$ cat src/rtl/rt_mode.sv
// rt_mode -- rotation-mode CORDIC engine.
//
// Loads a 2-D vector, applies ITER_NUM shift-add micro-rotations (one per
// accepted direction bit), scales both coordinates by the CORDIC gain
// K = 39/64 and presents the rotated vector for one o_valid cycle.
//
// Handshake: i_data_valid is a load strobe honoured only in IDLE. i_d_valid
// marks i_d as a direction bit and is honoured only in ROT; a ROT cycle
// without it holds all state. o_valid is a single-cycle pulse; o_x/o_y hold
// their value until the next result. Nothing here applies back-pressure.
//
// Ports:
//   i_clk, i_rst_n         clock, asynchronous active-low reset
//   i_data_valid           load strobe for i_data_x / i_data_y
//   i_data_x, i_data_y     signed input coordinates
//   i_d_valid, i_d         direction bit stream (d=1: positive rotation)
//   o_busy                 high whenever the FSM is not IDLE
//   o_valid                one-cycle result strobe
//   o_x, o_y               scaled rotated coordinates
module rt_mode #(
  parameter int INOUT_WIDTH = 16,
  parameter int ITER_NUM    = 9
) (
  input  logic                          i_clk,
  input  logic                          i_rst_n,
  input  logic                          i_data_valid,
  input  logic signed [INOUT_WIDTH-1:0] i_data_x,
  input  logic signed [INOUT_WIDTH-1:0] i_data_y,
  input  logic                          i_d_valid,
  input  logic                          i_d,
  output logic                          o_busy,
  output logic                          o_valid,
  output logic signed [INOUT_WIDTH-1:0] o_x,
  output logic signed [INOUT_WIDTH-1:0] o_y
);

  localparam int XW = INOUT_WIDTH + 1;  // working register width
  localparam int SW = INOUT_WIDTH + 2;  // micro-rotation sum width
  localparam int PW = INOUT_WIDTH + 8;  // gain product width

  localparam logic signed [6:0] K_GAIN = 7'sb0100111;  // 39/64

  typedef enum logic [1:0] {
    IDLE  = 2'd0,
    ROT   = 2'd1,
    SCALE = 2'd2
  } state_t;

  state_t                 r_state;
  logic signed [XW-1:0]   r_x;
  logic signed [XW-1:0]   r_y;
  logic [3:0]             r_it;
  logic                   r_valid;
  logic signed [INOUT_WIDTH-1:0] r_ox;
  logic signed [INOUT_WIDTH-1:0] r_oy;

  logic signed [SW-1:0] w_xe, w_ye;
  logic signed [SW-1:0] w_x_sh, w_y_sh, w_nx_sh, w_ny_sh;
  logic signed [SW-1:0] w_x_sum, w_y_sum;
  logic signed [PW-1:0] w_px, w_py;
  logic                 w_last_bit;

  // Widen to the sum width first so that negating the most negative working
  // value cannot overflow; negation happens before the arithmetic shift.
  assign w_xe    = {r_x[XW-1], r_x};
  assign w_ye    = {r_y[XW-1], r_y};
  assign w_x_sh  = w_xe >>> r_it;
  assign w_y_sh  = w_ye >>> r_it;
  assign w_nx_sh = (-w_xe) >>> r_it;
  assign w_ny_sh = (-w_ye) >>> r_it;

  assign w_x_sum = w_xe + (i_d ? w_ny_sh : w_y_sh);
  assign w_y_sum = w_ye + (i_d ? w_x_sh  : w_nx_sh);

  // Operands sign-extended to the product width; the low PW bits of the
  // product are then exact for signed operands.
  assign w_px = {{(PW-XW){r_x[XW-1]}}, r_x} * {{(PW-7){K_GAIN[6]}}, K_GAIN};
  assign w_py = {{(PW-XW){r_y[XW-1]}}, r_y} * {{(PW-7){K_GAIN[6]}}, K_GAIN};

  assign w_last_bit = (r_it == 4'(ITER_NUM - 1));

  always_ff @(posedge i_clk or negedge i_rst_n) begin
    if (!i_rst_n) begin
      r_state <= IDLE;
      r_x     <= '0;
      r_y     <= '0;
      r_it    <= '0;
      r_valid <= 1'b0;
      r_ox    <= '0;
      r_oy    <= '0;
    end else begin
      r_valid <= 1'b0;
      case (r_state)
        IDLE: begin
          if (i_data_valid) begin
            r_x     <= {i_data_x[INOUT_WIDTH-1], i_data_x};
            r_y     <= {i_data_y[INOUT_WIDTH-1], i_data_y};
            r_it    <= '0;
            r_state <= ROT;
          end
        end
        ROT: begin
          if (i_d_valid) begin
            // Drop bit INOUT_WIDTH of the sum: keep its sign plus the low bits.
            r_x  <= {w_x_sum[SW-1], w_x_sum[INOUT_WIDTH-1:0]};
            r_y  <= {w_y_sum[SW-1], w_y_sum[INOUT_WIDTH-1:0]};
            r_it <= r_it + 4'd1;
            if (w_last_bit) r_state <= SCALE;
          end
        end
        SCALE: begin
          // Divide by 64 and wrap into the output width, keeping the sign.
          r_ox    <= {w_px[PW-1], w_px[PW-4:6]};
          r_oy    <= {w_py[PW-1], w_py[PW-4:6]};
          r_valid <= 1'b1;
          r_state <= IDLE;
        end
        default: r_state <= IDLE;
      endcase
    end
  end

  assign o_busy  = (r_state != IDLE);
  assign o_valid = r_valid;
  assign o_x     = r_ox;
  assign o_y     = r_oy;

endmodule

$ cat config.mk
export PLATFORM = sky130hd
export DESIGN_NAME = rt_mode
export DESIGN_NICKNAME = d
export VERILOG_FILES = /design/src/rtl/rt_mode.sv
export SDC_FILE = /design/constraint.sdc
export NUM_CORES = 1
export LEC_CHECK = 0
export CORE_MARGIN = 3
export CORE_UTILIZATION = 35
export CTS_CLUSTER_SIZE = 8
export DETAILED_ROUTE_END_ITERATION = 7
export SKIP_CTS_REPAIR_TIMING = 1
export SYNTH_ARGS = -nofsm -noshare
export SYNTH_HDL_FRONTEND = slang
export SYNTH_SLANG_ARGS = --single-unit
$ cat constraint.sdc
create_clock -name i_clk -period 5.9 [get_ports i_clk]
set_input_delay 0.59 -clock i_clk [delete_from_list [all_inputs] [get_ports i_clk]]
set_output_delay 0.59 -clock i_clk [all_outputs]
set_load 0.01 [all_outputs]
==> impl_metrics.py, run 1 <==
metrics = {
    "outcome": {
        "outcome": "completed",
    },
    "floorplanning": {
        "core-area_um2": 30800,
        "dieWidth_um": 184,
        "fp.dieH_um": 184,
        "die_area_um2": 33800,
        "start_util": 0.359,
        "num_rows": 64,
        "io_pins": 71,
    },
    "logic_synthesis": {
        "synth_top_cell_by_area": "ha_1",
        "synthArstFlopShare": 1.00,
        "avgSynthCellArea_um2": 8.45,
        "synthDistinctLibCells": 69,
        "netlist_instances": 1308,
        "yosys_warnings": 0,
        "synth_edf_count": 0,
        "synth.top_cells.by_area": "ha_1 20%, dfrtp_1 17%, fa_1 11%, inv_1 6.8%, xnor2_1 5.4%",
        "ys_seq_area_frac": 0.165,
        "synth_nets": 1581,
        "synth_top_area_frac": 0.201,
        "ys_ff_latch": 73,
        "syn_area_um2": 11100,
        "ys.flop_type": "dfrtp_1",
    },
    "timing": {
        "fin_worst_skew_ns": 0.00799,
        "period_share": 0.885,
        "hold_violations": 0,
        "tightestPinTransition_ns": 0.847,
        "rsz0062_at_grt": "false",
        "layout_min_cycle_time_ns": 5.22,
        "setup_viol": 0,
        "fin_setup_tns_ns": 0,
        "timing.fmax_mhz": 191,
        "slew_headroom": 0.435,
        "maxSlewViolCount": 0,
    },
    "layout": {
        "diodes": 0,
        "drive_gt1_frac": 0.0521,
        "layout_common_cells": "200 x inv_1, 178 x ha_1, 81 x o21ai_0",
        "nets": 1634,
        "final_common_cell": "inv_1",
        "utilization": 0.405,
        "area_growth_pct": 12.8,
    },
    "clock_tree": {
        "cts_tree": "yes",
        "path_clk_slew_ns": 0.06,
        "cts-root-buf": "clkbuf_16",
        "clock_sinks": 73,
        "clock_path_buffers": 2,
        "cts_made_buffers": 9,
        "cts_max_level": 3,
        "clkLatencyLatePin_ns": 0.36,
    },
    "critical_path": {
        "cp-start-kind": "register",
        "required_ns": 6.14,
        "cp-end-kind": "register",
        "cp_max_fo": 6,
        "crit_arrival_ns": 5.46,
        "r2r_setup_slack_ns": 0.68,
        "r2r_end": "r_y[16]",
        "r2r_start": "r_x[1]",
        "rr_worst_depth": 21,
        "worstSetupPathType": "register to register",
    },
    "global_routing": {
        "grt_pass1_wl_mm": 49.3,
        "grt_overflow_total": 0,
        "antenna_found_initial": 0,
        "grt_max_degree": 65,
        "grt_use_total": 0.181,
        "grt_pass1_vias": 9310,
    },
    "route": {
        "antenna_left": 0,
        "dr_total_vias": 9211,
        "wirelength_mm": 29.2,
        "vias_per_cell": 5.24,
        "drt-initial-drc-count": 537,
        "drt_first_pass_iters": 5,
        "drc_errors": 0,
        "wl_per_cell_um": 16.6,
    },
    "placement": {
        "io_buffer_count": 70,
        "globalplace.congestion": 0.904,
        "place_hpwl_mm": 23.1,
    },
    "job": {
        "maxCapViolations": 0,
    },
    "hold_path": {
        "hold_class": "input port to asynchronous set/reset pin",
    },
}
-- worst max-delay path, cell delays in order (launching register included) --
cell and delay, ns:
dfrtp_1 0.44, inv_1 0.18, ha_1 0.24, and4_1 0.27, and2_1 0.23, nand4_1 0.14
and2_1 0.19, xnor2_1 0.22, mux2i_1 0.14, mux2i_1 0.29, a21oi_1 0.16, mux2_2 0.29
ha_1 0.28, a211oi_1 0.29, nor3_1 0.10, nand4bb_1 0.31, a211o_1 0.35, a31o_1 0.21
a21oi_1 0.16, xnor2_1 0.17, o21ai_1 0.09, a221o_1 0.36
-- stage by stage --
step | hold WS (ns) | instances | setup slack, ns | instance area (µm²)
final | 0.179 | 1759 | 0.678 | 12500
after detailed placement | 0.470 | 1746 | 0.704 | 12200
after global placement | 0.464 | 1746 | 0.739 | 12200
after global routing | 0.205 | 1759 | 0.147 | 12500
after floorplan | 0.294 | 1308 | 1.39 | 11100
after CTS | 0.187 | 1759 | 0.716 | 12500
-- per-layer routing --
layer	routed length, µm	global-route usage
met1	14900	0.263
met2	12900	0.286
met3	1060	0.0251
met4	368	0.0417
met5	0	0
-- cells by family after synthesis --
family / Yosys count / share of synthesized area
multiplexers: 69 / 0.0641
AND/OR/NAND/NOR: 261 / 0.114
AO/OA/AOI/OAI: 332 / 0.195
XOR/XNOR: 86 / 0.0688
flip-flops: 73 / 0.165
adder cells (fa/ha/maj): 236 / 0.307
buffers and inverters: 251 / 0.0867
-- worst max-delay path by stage --
stage | startpoint | endpoint | slack (ns) | cells past startpoint
global route | r_y[4] | r_x[12] | 0.15 | 23
CTS | r_x[1] | r_y[16] | 0.72 | 21
finish | r_x[1] | r_y[16] | 0.68 | 21
global placement | i_d | r_y[16] | 0.74 | 19
detailed placement | i_d | r_y[16] | 0.70 | 19
floorplan | r_x[1] | r_y[16] | 1.39 | 21
-- flip-flops by register name, summed over array words and instances (netlist names) --
signal   cells
o_valid      1
o_x         16
o_y         16
r_it         4
r_state      2
r_x         17
r_y         17
-- Yosys cell counts, types with 6 or more instances --
library cell,instances
nand3_1,8
a21o_1,27
o31ai_1,7
nand4_1,8
inv_1,200
dfrtp_1,73
o221ai_1,17
xnor2_1,68
nor3_1,21
o21ai_0,81
nor2b_1,11
o211ai_1,6
mux2_2,14
clkbuf_1,36
and2_1,8
o21bai_1,10
ha_1,178
a211o_1,6
buf_1,7
a21oi_1,80
and3_1,12
mux2i_1,55
o21ai_1,16
a31oi_1,12
a211oi_1,21
o21a_1,12
xor2_1,17
fa_1,58
nand2_1,79
or3_1,6
nor2_1,77
-- cell type report --
type                       count  area [µm²]
fill                        3090       18400
multi-input combinational    984        8270
sequential                    73        1830
timing repair buffer          90         848
inverter                     203         762
tap                          396         495
clock buffer                  13         270
Power of run 1 is not shown: default switching activity piles up to over one toggle a cycle in this logic, so the estimate is an artifact.
==> inputs of run 2 (changes only) <==
--- a/config.mk
+++ b/config.mk
@@ -6,10 +6,13 @@
 export NUM_CORES = 1
 export LEC_CHECK = 0
 export CORE_MARGIN = 3
-export CORE_UTILIZATION = 35
+export CORE_UTILIZATION = 50
 export CTS_CLUSTER_SIZE = 8
 export DETAILED_ROUTE_END_ITERATION = 7
+export GPL_TIMING_DRIVEN = 1
+export PLACE_DENSITY = 0.69
 export SKIP_CTS_REPAIR_TIMING = 1
+export SLEW_MARGIN = 20
 export SYNTH_ARGS = -nofsm -noshare
 export SYNTH_HDL_FRONTEND = slang
 export SYNTH_SLANG_ARGS = --single-unit
==> run 2 against run 1 <==
Compared with the run above:
- count of clock-buffer cells in the layout down 1
- clock skew up 0.00066 ns
- utilization up 18 points
- routed wire length down 6.2%
- critical path depth up 1
- flip-flop and latch count unchanged
- critical path type unchanged
- critical endpoint is now r_x[16]
==> impl_metrics.py, run 2 (same netlist as run 1, synthesis figures left out) <==
metrics = {
    "critical_path": {
        "r2r_start": "r_y[4]",
        "rr_worst_depth": 22,
        "cp-start-kind": "register",
        "crit_arrival_ns": 5.50,
        "cp-end-kind": "register",
        "path_delay_family": "compound AO/OA/AOI/OAI gates",
        "cp_num_buf_inv": 2,
        "worst_path_max_delay_cell": "dfrtp_1",
        "worstSetupPathType": "register to register",
        "max_stage_delay_ns": 0.48,
        "startpoint": "r_y[4]",
        "required_ns": 6.13,
        "cp_max_fo": 8,
        "path_depth": 22,
        "path_cells": "inv_1 -> ha_1 -> nand4b_1 -> nor2_1 -> nand4_1 -> nand2_1 -> xnor2_1 -> buf_4 -> and3_1 -> o21ai_0 -> o311a_1 -> mux2_2 -> ha_1 -> a21o_1 -> nor3_1 -> o21ai_1 -> nand2_1 -> o2111ai_2 -> a311oi_2 -> xnor2_1 -> a211o_1 -> a221o_1",
    },
    "clock_tree": {
        "cts-root-buf": "clkbuf_16",
        "clock_path_buffers": 2,
        "clkLatencyLatePin_ns": 0.36,
        "cts_tree": "yes",
        "cts_made_buffers": 9,
        "path_clk_slew_ns": 0.06,
        "clock_sinks": 73,
        "cts_max_level": 3,
    },
    "placement": {
        "place_hpwl_mm": 21.5,
        "globalplace.congestion": 0.930,
        "io_buffer_count": 70,
        "dp_slack_ns": 0.669,
    },
    "floorplanning": {
        "die_area_um2": 23900,
        "num_rows": 53,
        "core-area_um2": 21400,
        "fp.dieH_um": 155,
        "dieWidth_um": 155,
        "start_util": 0.518,
        "io_pins": 71,
    },
    "route": {
        "drc_errors": 0,
        "antenna_left": 0,
        "wirelength_mm": 27.4,
        "drt_first_pass_iters": 5,
        "wl_per_cell_um": 16.7,
        "vias_per_cell": 5.59,
        "dr_total_vias": 9175,
        "drt-initial-drc-count": 575,
    },
    "timing": {
        "period_share": 0.892,
        "fin_worst_skew_ns": 0.00865,
        "setup_viol": 0,
        "maxSlewViolCount": 0,
        "slew_headroom": 0.434,
        "hold_violations": 0,
        "tightestPinTransition_ns": 0.849,
        "layout_setup_ws_ns": 0.638,
        "rsz0062_at_grt": "false",
        "timing.fmax_mhz": 190,
        "layout_min_cycle_time_ns": 5.26,
        "fin_setup_tns_ns": 0,
    },
    "layout": {
        "area_growth_pct": 12.1,
        "final_common_cell": "inv_1",
        "drive_gt1_frac": 0.0549,
        "reg.largest.list": "r_x: 17 flops, r_y: 17 flops",
        "layout_common_cells": "200 x inv_1, 178 x ha_1, 81 x o21ai_0",
        "diodes": 0,
        "nets": 1635,
    },
    "global_routing": {
        "antenna_found_initial": 0,
        "grt_overflow_total": 0,
        "grt_pass1_vias": 8939,
        "grt_max_degree": 74,
        "grt_use_total": 0.236,
        "grt_pass1_wl_mm": 46.3,
    },
    "job": {
        "maxCapViolations": 0,
    },
    "outcome": {
        "outcome": "completed",
    },
    "hold_path": {
        "hold_class": "input port to asynchronous set/reset pin",
    },
}
## run 2: cell count changes in the layout (fill, tap and decap cells not counted)
cell,change
bufinv_16,+2
clkbuf_8,-1
buf_6,+1
clkinvlp_4,+2
## run 2: cell type report
cell class	instances	area, µm²
Fill cell	1993	8960
Multi-Input combinational cell	984	8270
Sequential cell	73	1830
Timing Repair Buffer	91	860
Inverter	203	762
Tap cell	275	344
Clock buffer	12	256
Clock inverter	4	75.1
## run 2: through the flow
step | cell area [µm²] | cells | util | hold WS [ns]
after global routing | 12400 | 1642 | 0.581 | 0.345
after CTS | 12400 | 1642 | 0.580 | 0.476
after global placement | 12100 | 1626 | 0.565 | 0.460
after floorplan | 11100 | 1308 | - | 0.294
final | 12400 | 1642 | 0.581 | 0.284
after detailed placement | 12100 | 1626 | 0.565 | 0.469
## run 2: worst paths after layout
| kind | endpoint | slack (ns) |
|---|---|---|
| max reg2reg | r_x[16] | 0.64 |
| min | r_y[2] | 0.28 |
| min in group i_clk | o_y[14] | 0.47 |
| min reg2reg | o_y[14] | 0.47 |
| max | r_x[16] | 0.64 |
| max in group asynchronous | r_x[12] | 5.11 |
## run 2: per-layer routing
layer / share of wire / GRT usage / vias to the layer above
met5: 0 / 0 / -
met1: 0.52 / 0.363 / 4369
met4: 0.010 / 0.0383 / 0
met2: 0.43 / 0.357 / 177
li1: - / - / 4611
met3: 0.044 / 0.0330 / 18
Power of run 2 is left out for the same reason.
==> RTL change 1: new RTL, settings of run 1 <==
Set the parameter `INOUT_WIDTH` to 32 (it was 16).
--- a/src/rtl/rt_mode.sv
+++ b/src/rtl/rt_mode.sv
@@ -18,7 +18,7 @@
 //   o_valid                one-cycle result strobe
 //   o_x, o_y               scaled rotated coordinates
 module rt_mode #(
-  parameter int INOUT_WIDTH = 16,
+  parameter int INOUT_WIDTH = 32,
   parameter int ITER_NUM    = 9
 ) (
   input  logic                          i_clk,
Ports: changed (resized i_data_x, i_data_y, o_x and o_y); port bits go from 71 to 135. The function was not compared with the original's and may differ.
==> RTL change 1 against run 1 <==
Sequential cell count rose by 64; die area rose by 99%; wire length rose by 150%; design area rose by 110%; setup slack got worse by 0.43 ns; synthesized area rose by 100%.
Power is left out: the tool's default activity adds up to more than one toggle a clock period on the data nets, which glitch-free logic cannot reach.
==> RTL change 1: results (changes against run 1) <==
Outcome
The run finished with clean final reports.

Setup path
The worst path arrival time was 6.08 ns (+0.62 ns). The type of the worst setup path is flip-flop to flip-flop. The startpoint identified for the worst register-to-register timing path is r_y[6]. The largest incremental delay on the critical path is 0.55 ns (+0.11 ns). The kind of cell with the highest combined delay along the critical path is compound AO/OA/AOI/OAI gates.

The cell with the largest stage delay on the worst path is sky130_fd_sc_hd__a222oi_1.

Detailed routing
The starting DRC count in detailed routing is 1591 (+200%). The total number of vias is 19980 (+120%). The first-pass detailed-route iteration total is 6 (+1).

The antenna violation net count after detailed routing is 0 (unchanged). The routed wire length came to 72.61 mm (+150%).

Yosys
The mean area per synthesized cell is 8.149 um^2 (-3.6%). The arithmetic-cell share of the synthesized area counting full adders, half adders and majority gates is 29.69% (-0.96 points). The number of library cell types mapped by synthesis was 88 (+28%). The total nets after synthesis is 3286 (+110%). The area fraction in compound gates after synthesis came to 20.57% (+1.1 points). The share of flip-flops with an asynchronous set or reset after synthesis was 100.0% (unchanged).

Sorting the synthesized cells by area gives the leading types as sky130_fd_sc_hd__ha_1 19%, sky130_fd_sc_hd__dfrtp_1 15%, sky130_fd_sc_hd__fa_1 11%. The fraction of synthesized cell area in xor and xnor cells was 7.552% (+0.67 points). The most area-hungry cell type in the Yosys netlist is sky130_fd_sc_hd__ha_1. The post-synthesis mux area share was 5.675% (-0.73 points). The synthesis warning total is 0 (unchanged).

The sequential fraction of the synthesis area came to 15.26% (-1.3 points). Counting instances in the post-synthesis netlist gives the leading cell types as 409 x sky130_fd_sc_hd__inv_1, 338 x sky130_fd_sc_hd__ha_1, 245 x sky130_fd_sc_hd__nand2_1, 190 x sky130_fd_sc_hd__a21oi_1, 176 x sky130_fd_sc_hd__o21ai_0.

Timing
The actual transition at the worst max-transition pin is 1.017 ns (+0.1698 ns). The worst clock skew is 0.01221 ns (+0.004223 ns).

Global route
The wire length of the first global-routing pass was 113.8 mm (+130%). The pin count of the biggest net entering global routing is 94 (+45%). The total track usage is 21.83% (+3.7 points).

The via count of the first global-routing pass is 19440 (+110%).

Clock tree
CTS placed an instance of sky130_fd_sc_hd__clkbuf_16 at the clock tree root. The number of clock buffers inserted by TritonCTS is 17 (+8). The clock insertion delay at the later pin of the skew report is 0.51 ns (+0.15 ns). The clock-pin slew reported for the worst setup and hold paths after clock tree synthesis is 0.07 ns. The maximum clock insertion buffer count is 2 (unchanged). The maximum level of the CTS H-tree came to 4 (+1).

Finish
In the final layout, the registers with the most flip-flops are r_x x33, r_y x33. The number of non-filler instances in the completed layout is 3744 (+110%). The number of diodes is 0 (unchanged). The total number of nets in the final design is 3415 (+110%). The share of final-layout standard cells stronger than drive strength 1 is 7.108% (+1.9 points).

Placement
The weighted congestion reported at the end of routability-driven placement is 0.9829 (+8.7%). The number of I/O port buffers is 134 (+91%). The post-DP HPWL is 57.26 mm (+150%).

Worst hold path
The tightest min-delay check is of the input port to asynchronous set/reset pin type.
-- RTL change 1: cell type report --
type	instances	area [um^2]
clock inverters	13	152.6
repair buffers	220	2008
fillers	6551	37490
clock buffers	18	439.2
well taps	846	1059
inverters	414	1554
flip-flops and latches	137	3436
multi-input cells	2096	17180
-- RTL change 1: kinds of logic (layout without fill, tap and decap cells) --
group,after synthesis,in the layout
compound gates,729,729
simple gates,600,600
buf+inv,524,665
fa+ha+maj,460,460
xor+xnor,192,192
flops,137,137
mux,115,115
-- RTL change 1: layer usage --
| layer | track usage (%) | share of wire (%) |
|---|---|---|
| met2 | 34.94 | 45 |
| met5 | 0 | 0 |
| met4 | 6.353 | 2.6 |
| met1 | 30.42 | 47 |
| met3 | 3.307 | 5.1 |
-- RTL change 1: path summary, 6_finish.rpt --
kind,to,slack [ns],cells past startpoint
setup / recovery,r_x[32],0.25,22
hold / removal,o_x[0],0.08,1
setup reg to reg,r_x[32],0.25,22
hold reg to reg,o_x[27],0.47,2
max in group asynchronous,r_it[1],4.68,2
min in group i_clk,o_x[27],0.47,2
-- RTL change 1: metrics by stage --
stage | cell area [um^2] | TNS [ns] | utilization (%) | worst slack [ns] | hold WS, ns
floorplan | 22470 | 0 | - | 0.9165 | 0.2944
global placement | 25110 | 0 | 39.66 | 0.2076 | 0.4602
detailed placement | 25110 | 0 | 39.66 | 0.1601 | 0.4660
CTS | 25700 | 0 | 40.60 | 0.1342 | 0.1001
global route | 25820 | -0.03914 | 40.79 | -0.03914 | 0.1296
finish | 25820 | 0 | 40.79 | 0.2506 | 0.08170
==> RTL change 2: new RTL, config.mk and constraints of run 1 <==
Made on the original files. Re-encode `state_t` (3 states) as one-hot, 3 bits wide.
--- a/src/rtl/rt_mode.sv
+++ b/src/rtl/rt_mode.sv
@@ -40,10 +40,10 @@
 
   localparam logic signed [6:0] K_GAIN = 7'sb0100111;  // 39/64
 
-  typedef enum logic [1:0] {
-    IDLE  = 2'd0,
-    ROT   = 2'd1,
-    SCALE = 2'd2
+  typedef enum logic [2:0] {
+    IDLE  = 3'b001,
+    ROT   = 3'b010,
+    SCALE = 3'b100
   } state_t;
 
   state_t                 r_state;
Check against the original RTL: same outputs for any inputs over 10 cycles, from zero or initial values and one cycle with i_rst_n low; not proved beyond that.
==> RTL change 2 against run 1 <==
Die area increased by 0.50%; fmax increased by 5.6%; clock skew increased by 0.0034 ns; hold slack improved by 0.24 ns; critical endpoint is now r_y[14]; wire length increased by 1.8%; via count increased by 1.1%; synthesized area increased by 0.52%; setup slack improved by 0.28 ns; highest routed layer unchanged; sequential share of layout area increased by 0.23 points; sequential cell count increased by 1; design area decreased by 0.14%.
Power is not shown: default switching activity piles up to over one toggle a cycle in this logic, so the estimate is an artifact.
==> RTL change 2: results (changes against run 1) <==
Timing
The headroom to the max-slew limit was 28.04% (-16 points).

Yosys
The fraction of synthesized cell area in xor and xnor cells is 7.803% (+0.92 points). By count the netlist is led by 185 x sky130_fd_sc_hd__inv_1, 178 x sky130_fd_sc_hd__ha_1, 106 x sky130_fd_sc_hd__nand2_1, 102 x sky130_fd_sc_hd__a21oi_1, 81 x sky130_fd_sc_hd__nor2_1. The mean area per synthesized cell is 8.412 um^2 (-0.47%). The sequential fraction of the synthesis area is 16.68% (+0.15 points). The post-synthesis mux area share came to 4.369% (-2.0 points). In the post-synthesis netlist, the biggest area contributors are sky130_fd_sc_hd__ha_1 20%, sky130_fd_sc_hd__dfrtp_1 16%, sky130_fd_sc_hd__fa_1 10%.

Setup path
On the critical path, the stage with the largest delay is an instance of sky130_fd_sc_hd__mux4_2. The largest incremental delay on the critical path came to 0.58 ns (+0.14 ns). The flop-to-flop setup slack came to 0.96 ns (+0.28 ns). The reg-to-reg endpoint is r_y[14]. The depth of the worst register-to-register path came to 20 (-4.8%).

The worst path arrival time is 5.15 ns (-0.31 ns).

Placement
The pre-CTS worst setup slack is 0.8161 ns (+0.1120 ns). The placed standard-cell area is 12160 um^2 (-0.38%). The post-DP HPWL came to 23.05 mm (-0.20%).

Detailed routing
The total number of vias is 9308 (+1.1%). The routed wire length is 29.70 mm (+1.8%). The starting DRC count in detailed routing is 644 (+20%).

Global route
The total track usage came to 18.06% (-0.047 points). The wire length of the first global-routing pass is 49.33 mm (about the same). The global-route met2 utilization is 28.64% (+0.042 points).

Finish
The number of filler cells placed in the layout came to 3168 (+2.5%). The share of final-layout standard cells stronger than drive strength 1 is 4.821% (-0.39 points).

Outcome
The flow ran to the end, and the final reports show no timing, DRC or antenna violations.
## RTL change 2: cell types whose count changed after synthesis, moves of 10 or more
cell / change
sky130_fd_sc_hd__nand2_1: +27
sky130_fd_sc_hd__mux2i_1: -26
sky130_fd_sc_hd__a21oi_1: +22
sky130_fd_sc_hd__inv_1: -15
sky130_fd_sc_hd__mux2_2: -10
## RTL change 2: kinds of logic after synthesis
family / after synthesis
buf+inv: 240
simple gates: 278
compound gates: 354
mux: 40
fa+ha+maj: 236
flops: 74
xor+xnor: 99
## RTL change 2: area by class of cell
type | count | area [um^2] | area share [%]
Timing Repair Buffer | 84 | 803.3 | 6.448
Inverter | 188 | 705.7 | 5.665
Sequential cell | 74 | 1853 | 14.88
Multi-Input combinational cell | 1007 | 8300 | 66.63
Tap cell | 396 | 495.5 | 3.978
Clock inverter | 2 | 35.03 | 0.2812
Clock buffer | 14 | 264.0 | 2.119
## RTL change 2: metal layers
metal / vias to the layer above / wire [um]
met1: 4447 / 14760
met4: 0 / 255
met2: 210 / 13290
met5: - / 0
met3: 18 / 1393
li1: 4633 / -
## RTL change 2: worst max-delay path by stage
| stage | start | to | slack [ns] | cells past startpoint |
|---|---|---|---|---|
| after detailed placement | i_d | r_x[16] | 0.82 | 18 |
| after CTS | r_x[16] | o_x[15] | 0.94 | 16 |
| final | r_x[1] | r_y[14] | 0.96 | 20 |
| after global routing | r_x[16] | o_x[15] | 0.55 | 16 |
| after floorplan | r_x[16] | o_x[15] | 1.74 | 17 |
| after global placement | i_d | r_x[16] | 0.86 | 18 |
